[config.mk]
export PLATFORM = sky130hd
export DESIGN_NAME = mlp_batch_sched_flat
export DESIGN_NICKNAME = d
export VERILOG_FILES = /design/src/rtl/mlp_pkg.sv /design/src/rtl/mlp_batch_sched_if.sv /design/src/rtl/mlp_weight_regs.sv /design/src/rtl/mlp_batch_sched.sv /design/src/flat_wrapper.sv
export SDC_FILE = /design/constraint.sdc
export NUM_CORES = 1
export LEC_CHECK = 0
export ABC_AREA = 1
export CAP_MARGIN = 20
export CELL_PAD_IN_SITES_DETAIL_PLACEMENT = 1
export CELL_PAD_IN_SITES_GLOBAL_PLACEMENT = 2
export CORE_MARGIN = 3
export CORE_UTILIZATION = 26
export CTS_BUF_LIST = sky130_fd_sc_hd__clkbuf_4
export DETAILED_ROUTE_END_ITERATION = 8
export PLACE_DENSITY_LB_ADDON = 0.1
export SETUP_SLACK_MARGIN = 0.02
export SYNTH_ARGS = -nofsm -noshare
export SYNTH_HDL_FRONTEND = slang
export SYNTH_SLANG_ARGS = --single-unit
[constraint.sdc]
create_clock -name clk -period 2.1 [get_ports clk]
set_clock_uncertainty 0.05 [all_clocks]
set_input_delay 0.525 -clock clk [delete_from_list [all_inputs] [get_ports clk]]
set_output_delay 0.525 -clock clk [all_outputs]
set_load 0.05 [all_outputs]
[src/rtl/mlp_pkg.sv]
// Shared widths, config addresses and scheduler state encoding for the mlp batch scheduler.
package mlp_pkg;

  localparam int SAMPLE_W = 56;
  localparam int RES_W    = 8;
  localparam int W1_W     = 64;
  localparam int W2_W     = 24;

  localparam logic [1:0] CFG_ADDR_W11 = 2'd0;
  localparam logic [1:0] CFG_ADDR_W12 = 2'd1;
  localparam logic [1:0] CFG_ADDR_W21 = 2'd2;

  typedef enum logic [2:0] {
    ST_IDLE    = 3'd0,
    ST_FETCH   = 3'd1,
    ST_RUN     = 3'd2,
    ST_RELEASE = 3'd3,
    ST_EMIT    = 3'd4,
    ST_FINISH  = 3'd5
  } sched_state_t;

endpackage

[src/rtl/mlp_batch_sched_if.sv]
// Sample-in / result-out valid-ready streams of the batch scheduler.
// slave = scheduler side, master = producer/consumer side.
interface mlp_batch_sched_if;

  logic                         s_valid;
  logic                         s_ready;
  logic [mlp_pkg::SAMPLE_W-1:0] s_data;
  logic                         m_valid;
  logic                         m_ready;
  logic [mlp_pkg::RES_W-1:0]    m_data;
  logic                         m_last;

  modport slave (
    input  s_valid, s_data, m_ready,
    output s_ready, m_valid, m_data, m_last
  );

  modport master (
    output s_valid, s_data, m_ready,
    input  s_ready, m_valid, m_data, m_last
  );

endinterface

[src/rtl/mlp_weight_regs.sv]
// Weight register file for the mlp core; writes land only while wr_en allows them.
module mlp_weight_regs
  import mlp_pkg::*;
(
  input  logic            clk,
  input  logic            rst,
  input  logic            we,
  input  logic            wr_en,
  input  logic [1:0]      addr,
  input  logic [W1_W-1:0] wdata,
  output logic [W1_W-1:0] w11,
  output logic [W1_W-1:0] w12,
  output logic [W2_W-1:0] w21
);

  always_ff @(posedge clk or negedge rst) begin
    if (!rst) begin
      w11 <= '0;
      w12 <= '0;
      w21 <= '0;
    end else if (we && wr_en) begin
      case (addr)
        CFG_ADDR_W11: w11 <= wdata;
        CFG_ADDR_W12: w12 <= wdata;
        CFG_ADDR_W21: w21 <= wdata[W2_W-1:0];
        default: ;
      endcase
    end
  end

endmodule

[src/rtl/mlp_batch_sched.sv]
// Batch scheduler in front of the mlp core: four-phase start/done per sample, result stream out.
// Optional core_done timeout with sticky err_timeout when MLP_SCHED_TIMEOUT_EN is defined.
//
// state   | meaning
// IDLE    | waiting for batch_start; weights writable
// FETCH   | s_ready high, waiting for next sample
// RUN     | core_start high until core_done seen
// RELEASE | core_start low, waiting for core_done to fall
// EMIT    | result offered on m stream
// FINISH  | one-cycle batch_done, back to IDLE
module mlp_batch_sched
  import mlp_pkg::*;
#(
  parameter int BATCH       = 64,
  parameter int TIMEOUT_CYC = 255
) (
  input  logic                     clk,
  input  logic                     rst,
  input  logic                     cfg_we,
  input  logic [1:0]               cfg_addr,
  input  logic [W1_W-1:0]          cfg_wdata,
  input  logic                     batch_start,
  input  logic [$clog2(BATCH):0]   batch_len,
  output logic                     busy,
  output logic                     batch_done,
  mlp_batch_sched_if.slave         strm,
  output logic                     core_start,
  output logic [SAMPLE_W-1:0]      core_data_in,
  output logic [W1_W-1:0]          core_w11,
  output logic [W1_W-1:0]          core_w12,
  output logic [W2_W-1:0]          core_w21,
  input  logic                     core_done,
  input  logic [RES_W-1:0]         core_data_out
`ifdef MLP_SCHED_TIMEOUT_EN
  ,
  output logic                     err_timeout
`endif
);

  localparam int LEN_W = $clog2(BATCH) + 1;

  sched_state_t     state;
  logic [LEN_W-1:0] len;
  logic [LEN_W-1:0] cnt;
  logic [LEN_W-1:0] len_clamped;
  logic             cfg_gate;

  assign len_clamped = (batch_len > LEN_W'(BATCH)) ? LEN_W'(BATCH) : batch_len;
  // The IDLE cycle that still shows busy (batch tail) is treated as busy for writes too.
  assign cfg_gate    = (state == ST_IDLE) && !busy && !batch_start;

  mlp_weight_regs u_weight_regs (
    .clk   (clk),
    .rst   (rst),
    .we    (cfg_we),
    .wr_en (cfg_gate),
    .addr  (cfg_addr),
    .wdata (cfg_wdata),
    .w11   (core_w11),
    .w12   (core_w12),
    .w21   (core_w21)
  );

`ifdef MLP_SCHED_TIMEOUT_EN
  localparam int TMO_W = $clog2(TIMEOUT_CYC + 1);
  logic [TMO_W-1:0] tmo_cnt;
  logic             in_core_wait;
  assign in_core_wait = (state == ST_RUN) || (state == ST_RELEASE);
`endif

  always_ff @(posedge clk or negedge rst) begin
    if (!rst) begin
      state        <= ST_IDLE;
      len          <= '0;
      cnt          <= '0;
      busy         <= 1'b0;
      batch_done   <= 1'b0;
      strm.s_ready <= 1'b0;
      strm.m_valid <= 1'b0;
      strm.m_data  <= '0;
      strm.m_last  <= 1'b0;
      core_start   <= 1'b0;
      core_data_in <= '0;
`ifdef MLP_SCHED_TIMEOUT_EN
      tmo_cnt      <= '0;
      err_timeout  <= 1'b0;
`endif
    end else begin
      case (state)
        ST_IDLE: begin
          batch_done <= 1'b0;
          if (busy) begin
            busy <= 1'b0;
          end else if (batch_start) begin
            busy <= 1'b1;
            len  <= len_clamped;
            cnt  <= '0;
`ifdef MLP_SCHED_TIMEOUT_EN
            err_timeout <= 1'b0;
`endif
            if (len_clamped == '0) begin
              state <= ST_FINISH;
            end else begin
              state        <= ST_FETCH;
              strm.s_ready <= 1'b1;
            end
          end
        end
        ST_FETCH: begin
          if (strm.s_valid) begin
            core_data_in <= strm.s_data;
            strm.s_ready <= 1'b0;
            core_start   <= 1'b1;
            state        <= ST_RUN;
`ifdef MLP_SCHED_TIMEOUT_EN
            tmo_cnt      <= TMO_W'(TIMEOUT_CYC - 1);
`endif
          end
        end
        ST_RUN: begin
          if (core_done) begin
            core_start  <= 1'b0;
            strm.m_data <= core_data_out;
            state       <= ST_RELEASE;
          end
        end
        ST_RELEASE: begin
          if (!core_done) begin
            strm.m_valid <= 1'b1;
            strm.m_last  <= (cnt == (len - LEN_W'(1)));
            state        <= ST_EMIT;
          end
        end
        ST_EMIT: begin
          if (strm.m_ready) begin
            strm.m_valid <= 1'b0;
            strm.m_last  <= 1'b0;
            cnt          <= cnt + LEN_W'(1);
            if ((cnt + LEN_W'(1)) == len) begin
              state <= ST_FINISH;
            end else begin
              state        <= ST_FETCH;
              strm.s_ready <= 1'b1;
            end
          end
        end
        ST_FINISH: begin
          batch_done <= 1'b1;
          state      <= ST_IDLE;
        end
        default: state <= ST_IDLE;
      endcase
`ifdef MLP_SCHED_TIMEOUT_EN
      // Down-counter loaded at sample accept; terminal count aborts the rest of the batch.
      if (in_core_wait) begin
        if (tmo_cnt == '0) begin
          err_timeout  <= 1'b1;
          core_start   <= 1'b0;
          strm.m_valid <= 1'b0;
          strm.m_last  <= 1'b0;
          state        <= ST_FINISH;
        end else begin
          tmo_cnt <= tmo_cnt - TMO_W'(1);
        end
      end
`endif
    end
  end

endmodule

[src/flat_wrapper.sv]
// flat-port wrapper written by rule: the top's interface ports become plain ports
module mlp_batch_sched_flat import mlp_pkg::*;
#(
  parameter int BATCH       = 64,
  parameter int TIMEOUT_CYC = 255
)
  (clk, rst, cfg_we, cfg_addr, cfg_wdata, batch_start, batch_len, busy, batch_done, core_start, core_data_in, core_w11, core_w12, core_w21, core_done, core_data_out, strm_s_valid, strm_s_data, strm_m_ready, strm_s_ready, strm_m_valid, strm_m_data, strm_m_last);
  mlp_batch_sched_if strm_i ();
  input  logic clk;
  input  logic rst;
  input  logic cfg_we;
  input  logic [1:0] cfg_addr;
  input  logic [W1_W-1:0] cfg_wdata;
  input  logic batch_start;
  input  logic [$clog2(BATCH):0] batch_len;
  output logic busy;
  output logic batch_done;
  output logic core_start;
  output logic [SAMPLE_W-1:0] core_data_in;
  output logic [W1_W-1:0] core_w11;
  output logic [W1_W-1:0] core_w12;
  output logic [W2_W-1:0] core_w21;
  input  logic core_done;
  input  logic [RES_W-1:0] core_data_out;
  input wire logic [$bits(strm_i.s_valid)-1:0] strm_s_valid;
  input wire logic [$bits(strm_i.s_data)-1:0] strm_s_data;
  input wire logic [$bits(strm_i.m_ready)-1:0] strm_m_ready;
  output wire logic [$bits(strm_i.s_ready)-1:0] strm_s_ready;
  output wire logic [$bits(strm_i.m_valid)-1:0] strm_m_valid;
  output wire logic [$bits(strm_i.m_data)-1:0] strm_m_data;
  output wire logic [$bits(strm_i.m_last)-1:0] strm_m_last;
  assign strm_i.s_valid = strm_s_valid;
  assign strm_i.s_data = strm_s_data;
  assign strm_i.m_ready = strm_m_ready;
  assign strm_s_ready = strm_i.s_ready;
  assign strm_m_valid = strm_i.m_valid;
  assign strm_m_data = strm_i.m_data;
  assign strm_m_last = strm_i.m_last;
  mlp_batch_sched #(.BATCH(BATCH), .TIMEOUT_CYC(TIMEOUT_CYC)) u_core (.clk(clk), .rst(rst), .cfg_we(cfg_we), .cfg_addr(cfg_addr), .cfg_wdata(cfg_wdata), .batch_start(batch_start), .batch_len(batch_len), .busy(busy), .batch_done(batch_done), .strm(strm_i), .core_start(core_start), .core_data_in(core_data_in), .core_w11(core_w11), .core_w12(core_w12), .core_w21(core_w21), .core_done(core_done), .core_data_out(core_data_out));
endmodule
# --- Yosys cells after proc, flatten, opt, wreduce, memory -nomap -nowiden ---
# Index checks and enable logic that the tools add are counted.
classes:
  add_sub_neg: 2
  magnitude_cmp: 1
  n_eq_ne: 17
  muxes: 32
  n_bitwise: 1
  n_reduce_logical: 24
ops:
  columns: ["op", "n"]
  rows:
  - ["two-way mux 7 bit", 4]
  - ["two-way mux 3 bit", 8]
  - ["inequality test 2 bit (second input constant)", 8]
  - ["case mux 3 bit (5 select lines)", 1]
  - ["equality test 7 bit", 2]
  - ["case mux 7 bit (2 select lines)", 1]
  - ["two-way mux 1 bit", 13]
  - ["AND reduction 2 bit", 5]
  - ["AND reduction 3 bit", 3]
  - ["case mux 1 bit (2 select lines)", 4]
  - ["nonzero test 2 bit", 4]
  - ["adder 7 x 1 -> 7 bit (second input constant)", 1]
  - ["greater-than comparator 7 bit (second input constant)", 1]
  - ["zero test 7 bit", 1]
  - ["AND reduction 7 bit", 1]
  - ["subtractor 7 x 1 -> 7 bit (second input constant)", 1]
  - ["equality test 3 x 2 -> 1 bit (second input constant)", 2]
  - ["equality test 3 bit (second input constant)", 2]
  - ["AND reduction 6 bit", 1]
  - ["AND reduction 4 bit", 1]
  - ["equality test 3 x 1 -> 1 bit (second input constant)", 1]
  - ["logical AND 1 bit", 3]
  - ["zero test 3 bit", 1]
  - ["case mux 1 bit (3 select lines)", 1]
  - ["other kinds (6)", 7]
totals:
  ff_bits: 239
  input_bits: 144
  out_inout_bits: 222
  wordCells: 91

# --- Logic depth before layout (Yosys ltp) ---
depth:
  depth_word: 7
  ltp_mapped: 13
  depth_no_buf: 13

# --- Cells and area by module ---
# A second synthesis with hierarchy kept.
hier_totals:
  hier_cells: 1005
  area_unflattened_um2: 10109.7
by_module_without_submodules:
  columns: ["mod", "instances", "cells_per_inst", "area_each_um2", "seq_area_each_um2"]
  rows:
  - ["mlp_weight_regs", 1, 665, 6128.4, 3803.6]
  - ["mlp_batch_sched", 1, 340, 3981.3, 2177.1]

# --- Worst setup path after synthesis ---
# No wires, ideal clock.
synth_timing:
  path_kind: "register to register"
  from: "register u_core.busy"
  to: "register u_core.u_weight_regs.w21[19]"
  setup_ps: 133
  arrival_time_ps: 1484
  required_time_ps: 1917
  setup_slack_ps: 433
  path_stages_with_launch: 9
  synth_period_minus_slack_ps: 1667
  path_cell_list: "dfrtp_1 inv_1 nand2_1 nor2_2 nand3_1 buf_2 buf_2 nand2_1 o21ai_0"
synth_between:
  elab_chain_cells: 5
synth_lines:
  columns: ["element", "line", "rtl"]
  rows:
  - ["from (decl)", "mlp_batch_sched.sv:24", "output logic busy,"]
  - ["from (signal assigned)", "mlp_batch_sched.sv:76", "busy <= 1'b0;"]
  - ["from (signal assigned)", "mlp_batch_sched.sv:93", "busy <= 1'b0;"]
  - ["from (signal assigned)", "mlp_batch_sched.sv:95", "busy <= 1'b1;"]
  - ["zero test 1 bit", "mlp_batch_sched.sv:50", "assign cfg_gate = (state == ST_IDLE) && !busy && !batch_start;"]
  - ["logical AND 1 bit (2 in a row)", "mlp_batch_sched.sv:50", null]
  - ["logical AND 1 bit", "mlp_weight_regs.sv:21", "end else if (we && wr_en) begin"]
  - ["AND reduction 2 bit (no source line)", null, null]
  - ["to (signal assigned)", "mlp_weight_regs.sv:25", "CFG_ADDR_W21: w21 <= wdata[W2_W-1:0];"]
  - ["to (decl)", "mlp_weight_regs.sv:13", "output logic [W2_W-1:0] w21"]
# No other way between the ends.
# A chain may end at the register's enable or synchronous reset.

# --- Worst setup path after layout ---
layout_timing:
  from: "register u_core.u_weight_regs.w11[56]"
  to: "output port core_w11[56]"
layout_lines:
  columns: ["element", "line", "rtl"]
  rows:
  - ["from (decl)", "mlp_weight_regs.sv:11", "output logic [W1_W-1:0] w11,"]
  - ["from (signal assigned)", "mlp_weight_regs.sv:23", "CFG_ADDR_W11: w11 <= wdata;"]
  - ["to (decl)", "flat_wrapper.sv:20", "output logic [W1_W-1:0] core_w11;"]
# No word-level cell between the ends.

==> flow_metrics.py <==
metrics = {
    "run_status": {
        "status": "finished clean",
    },
    "floorplan": {
        "rows": 69,
        "dieArea_mm2": 0.0389,
        "ios": 366,
        "die_w_um": 197,
        "start_util": 0.266,
        "die_h_um": 197,
        "core_area_mm2": 0.0357,
    },
    "drt": {
        "ant_nets": 0,
        "wl_met2_um": 16000,
        "routedWlPerCell_um": 17.5,
        "wl_met3_um": 2910,
        "drt-initial-drc-count": 266,
        "drt-vias-per-instance": 4.33,
        "drt-met1-wl_um": 14000,
        "drt_pass1_iterations": 4,
        "vias": 8370,
        "drc": 0,
        "wirelength_um": 33800,
        "top_layer": "met5",
    },
    "cts": {
        "cts_tree": "built",
        "clkTransAtPathRegs_ns": 0.06,
        "clkLatencyLatePin_ns": 0.71,
        "post_cts_buffers": 0,
        "cts-htree-levels": 3,
        "cts_made_buffers": 75,
        "clk_path_buf_depth": 3,
        "clock-sinks": 239,
        "root_buffer": "clkbuf_4",
    },
    "power": {
        "switching_power_mw": 14.7,
        "switching_share": 0.522,
        "p_clk_frac": 0.163,
        "power_mw": 28.2,
        "p_seq_frac": 0.284,
        "max-vdd-ir-drop_v": 0.000733,
        "p_comb_frac": 0.552,
        "p_leak_nw": 7.30,
        "powerDensity_mw_per_mm2": 2010,
        "p_int_mw": 13.5,
    },
    "worst_setup_path": {
        "critical_path.top_delay_family": "flip-flops",
        "cp.arrival_ns": 1.37,
        "path_max_fanout": 2,
        "path_buf_inv": 1,
        "cp-end-kind": "output pin",
        "cpPeakStageDelay_ns": 0.36,
        "cp.required_ns": 1.52,
        "critical_path.cell_chain": "buf_2",
        "critPathSlowestCell": "dfrtp_1",
        "critPathKind": "flop to output pin",
        "startpoint_type": "flop",
    },
    "finish": {
        "utilization": 0.392,
        "drive_gt1_frac": 0.267,
        "nets": 1575,
        "syn_to_final_growth_pct": 47.7,
        "nFillCells": 4190,
    },
    "grt": {
        "grt-ovfl-total": 0,
        "grt_usage": 0.172,
        "antenna_found_initial": 3,
        "grt_pass1_wl_um": 51900,
        "grt_pass1_vias": 8902,
        "grt_max_degree": 67,
    },
    "sta": {
        "final_hold_viol_count": 0,
        "final_max_slew_viol_count": 0,
        "post-route-period-util": 0.925,
        "post-route-min-period_ns": 1.94,
        "timing.fmax_mhz": 515,
        "relSlewSlack": 0.573,
        "finalSetupViolations": 0,
        "rsz0062_at_grt": "false",
        "whs_ns": 0.232,
        "tightest_slew_ns": 0.641,
    },
    "synth": {
        "ys_seq_area_frac": 0.630,
        "syn_avg_cell_area_um2": 9.40,
        "synth.largest_area_cell": "dfrtp_1",
        "synth-seq-cells": 239,
        "syn_inst": 1010,
        "syn-num-nets": 1156,
        "ys_top_cells_by_area": "dfrtp_1 63%, nand2_1 12%, o21ai_0 4.6%",
        "ys_warn_count": 0,
        "yosysTopAreaCellShare": 0.630,
        "synthDistinctLibCells": 32,
        "syn_area_mm2": 0.00950,
    },
    "flow_run": {
        "cap_violations": 0,
    },
    "place": {
        "numPortBuffers": 365,
        "gp_congestion": 0.741,
        "hpwl_um": 24300,
    },
    "min_path": {
        "hold_path_class": "input pin to async pin",
    },
}
[power by group through the flow]
stage               Sequential (mW)  Clock (mW)  Combinational, mW
CTS                            8.06        4.87               15.8
floorplan                      15.2           0               3.47
global route                   8.35        5.08               16.6
global placement               8.07           0               16.3
detailed placement             8.11           0               16.5
finish                         8.02        4.61               15.6
[kinds of logic (layout without fill, tap and decap cells)]
group	after synthesis	count (layout)	share of synthesized area
simple gates	421	421	0.184
flops	239	239	0.630
compound gates	175	175	0.0937
buf+inv	152	612	0.0689
xor+xnor	13	13	0.0120
mux	8	8	0.00949
fa+ha+maj	2	2	0.00263
other cells	0	2	0
[final timing paths]
path | start | endpoint | depth (start not counted) | slack, ns
min | rst | u_core.cnt[0] | 2 | 0.23
max in group asynchronous | rst | u_core.core_data_in[18] | 3 | 1.07
min reg2reg | u_core.core_data_in[26] | u_core.core_data_in[26] | 2 | 0.41
max | u_core.u_weight_regs.w11[56] | core_w11[56] | 1 | 0.16
max reg2reg | u_core.state[0] | u_core.u_weight_regs.w11[57] | 8 | 0.26
min in group clk | cfg_wdata[63] | u_core.u_weight_regs.w12[63] | 3 | 0.31
[through the flow]
step	setup TNS (ns)	std cells	instance area, um2	worst slack, ns
after floorplan	0	1010	9500	0.433
after global placement	-16.14	1812	13500	-0.156
after detailed placement	-19.65	1812	13500	-0.218
after CTS	0	1931	14000	0.0455
final	0	1933	14000	0.158
after global routing	0	1933	14000	0.0285
[timing repair]
item / 4_1_cts / 5_1_grt
gates resized for setup: 380 / 1
hold endpoints to repair: 192 / 0
hold buffers: 1 / 0
setup endpoints to repair: 76 / 1
[cells in the mapped netlist]
master,n
buf_6,3
inv_2,6
clkbuf_1,6
o21bai_1,1
nor2_1,17
inv_1,95
mux2_2,8
nor4_2,1
a21oi_1,2
nor2_2,4
buf_4,5
dfrtp_1,239
xnor2_1,4
ha_1,2
nand3b_1,1
or2_2,2
buf_2,34
nor3_4,1
nand2_1,312
o22ai_1,9
nand3_1,72
nor3_1,3
o21ai_0,87
xor2_1,9
nand3_2,1
nand2_2,1
nand4_1,3
and2_1,1
nor2_4,1
or2_1,1
o21ai_1,76
buf_1,3
[area by class of cell]
type / count / area, um2 / area share
Multi-Input combinational cell: 619 / 2910 / 0.207
Clock buffer: 107 / 803 / 0.0573
Inverter: 101 / 379 / 0.0270
Sequential cell: 239 / 5980 / 0.426
Clock inverter: 11 / 98.8 / 0.00705
Antenna cell: 2 / 5.00 / 0.000357
Timing Repair Buffer: 393 / 3280 / 0.234
Tap cell: 461 / 577 / 0.0411
[worst reg2reg max path, delay by kind of cell, from the launching register on]
family	cells	cell delay, ns
compound gates	1	0.23
buf+inv	2	0.33
flops	1	0.42
simple gates	5	0.72
[placed cells by master (no fill, tap or decap), drive strengths merged, types with 9 or more instances in the layout]
| master | n |
|---|---|
| nand2 | 313 |
| buf | 250 |
| dfrtp | 239 |
| o21ai | 163 |
| clkdlybuf4s50 | 142 |
| clkbuf | 107 |
| inv | 102 |
| nand3 | 73 |
| nor2 | 22 |
| xor2 | 9 |
| o22ai | 9 |
[registers in the layout, indices dropped and copies added, names as in the netlist, 3 cells and up]
register                  count
u_core.cnt                    7
u_core.u_weight_regs.w12     64
u_core.u_weight_regs.w21     24
u_core.u_weight_regs.w11     64
u_core.core_data_in          56
u_core.strm.m_data            8
u_core.len                    7
u_core.state                  3
[routing by layer]
layer,vias to the layer above,global-route usage
met2,272,0.279
li1,4092,-
met4,2,0.0620
met5,-,0
met1,3939,0.204
met3,65,0.0747
No activity file was read; power rests on OpenSTA's default activity.
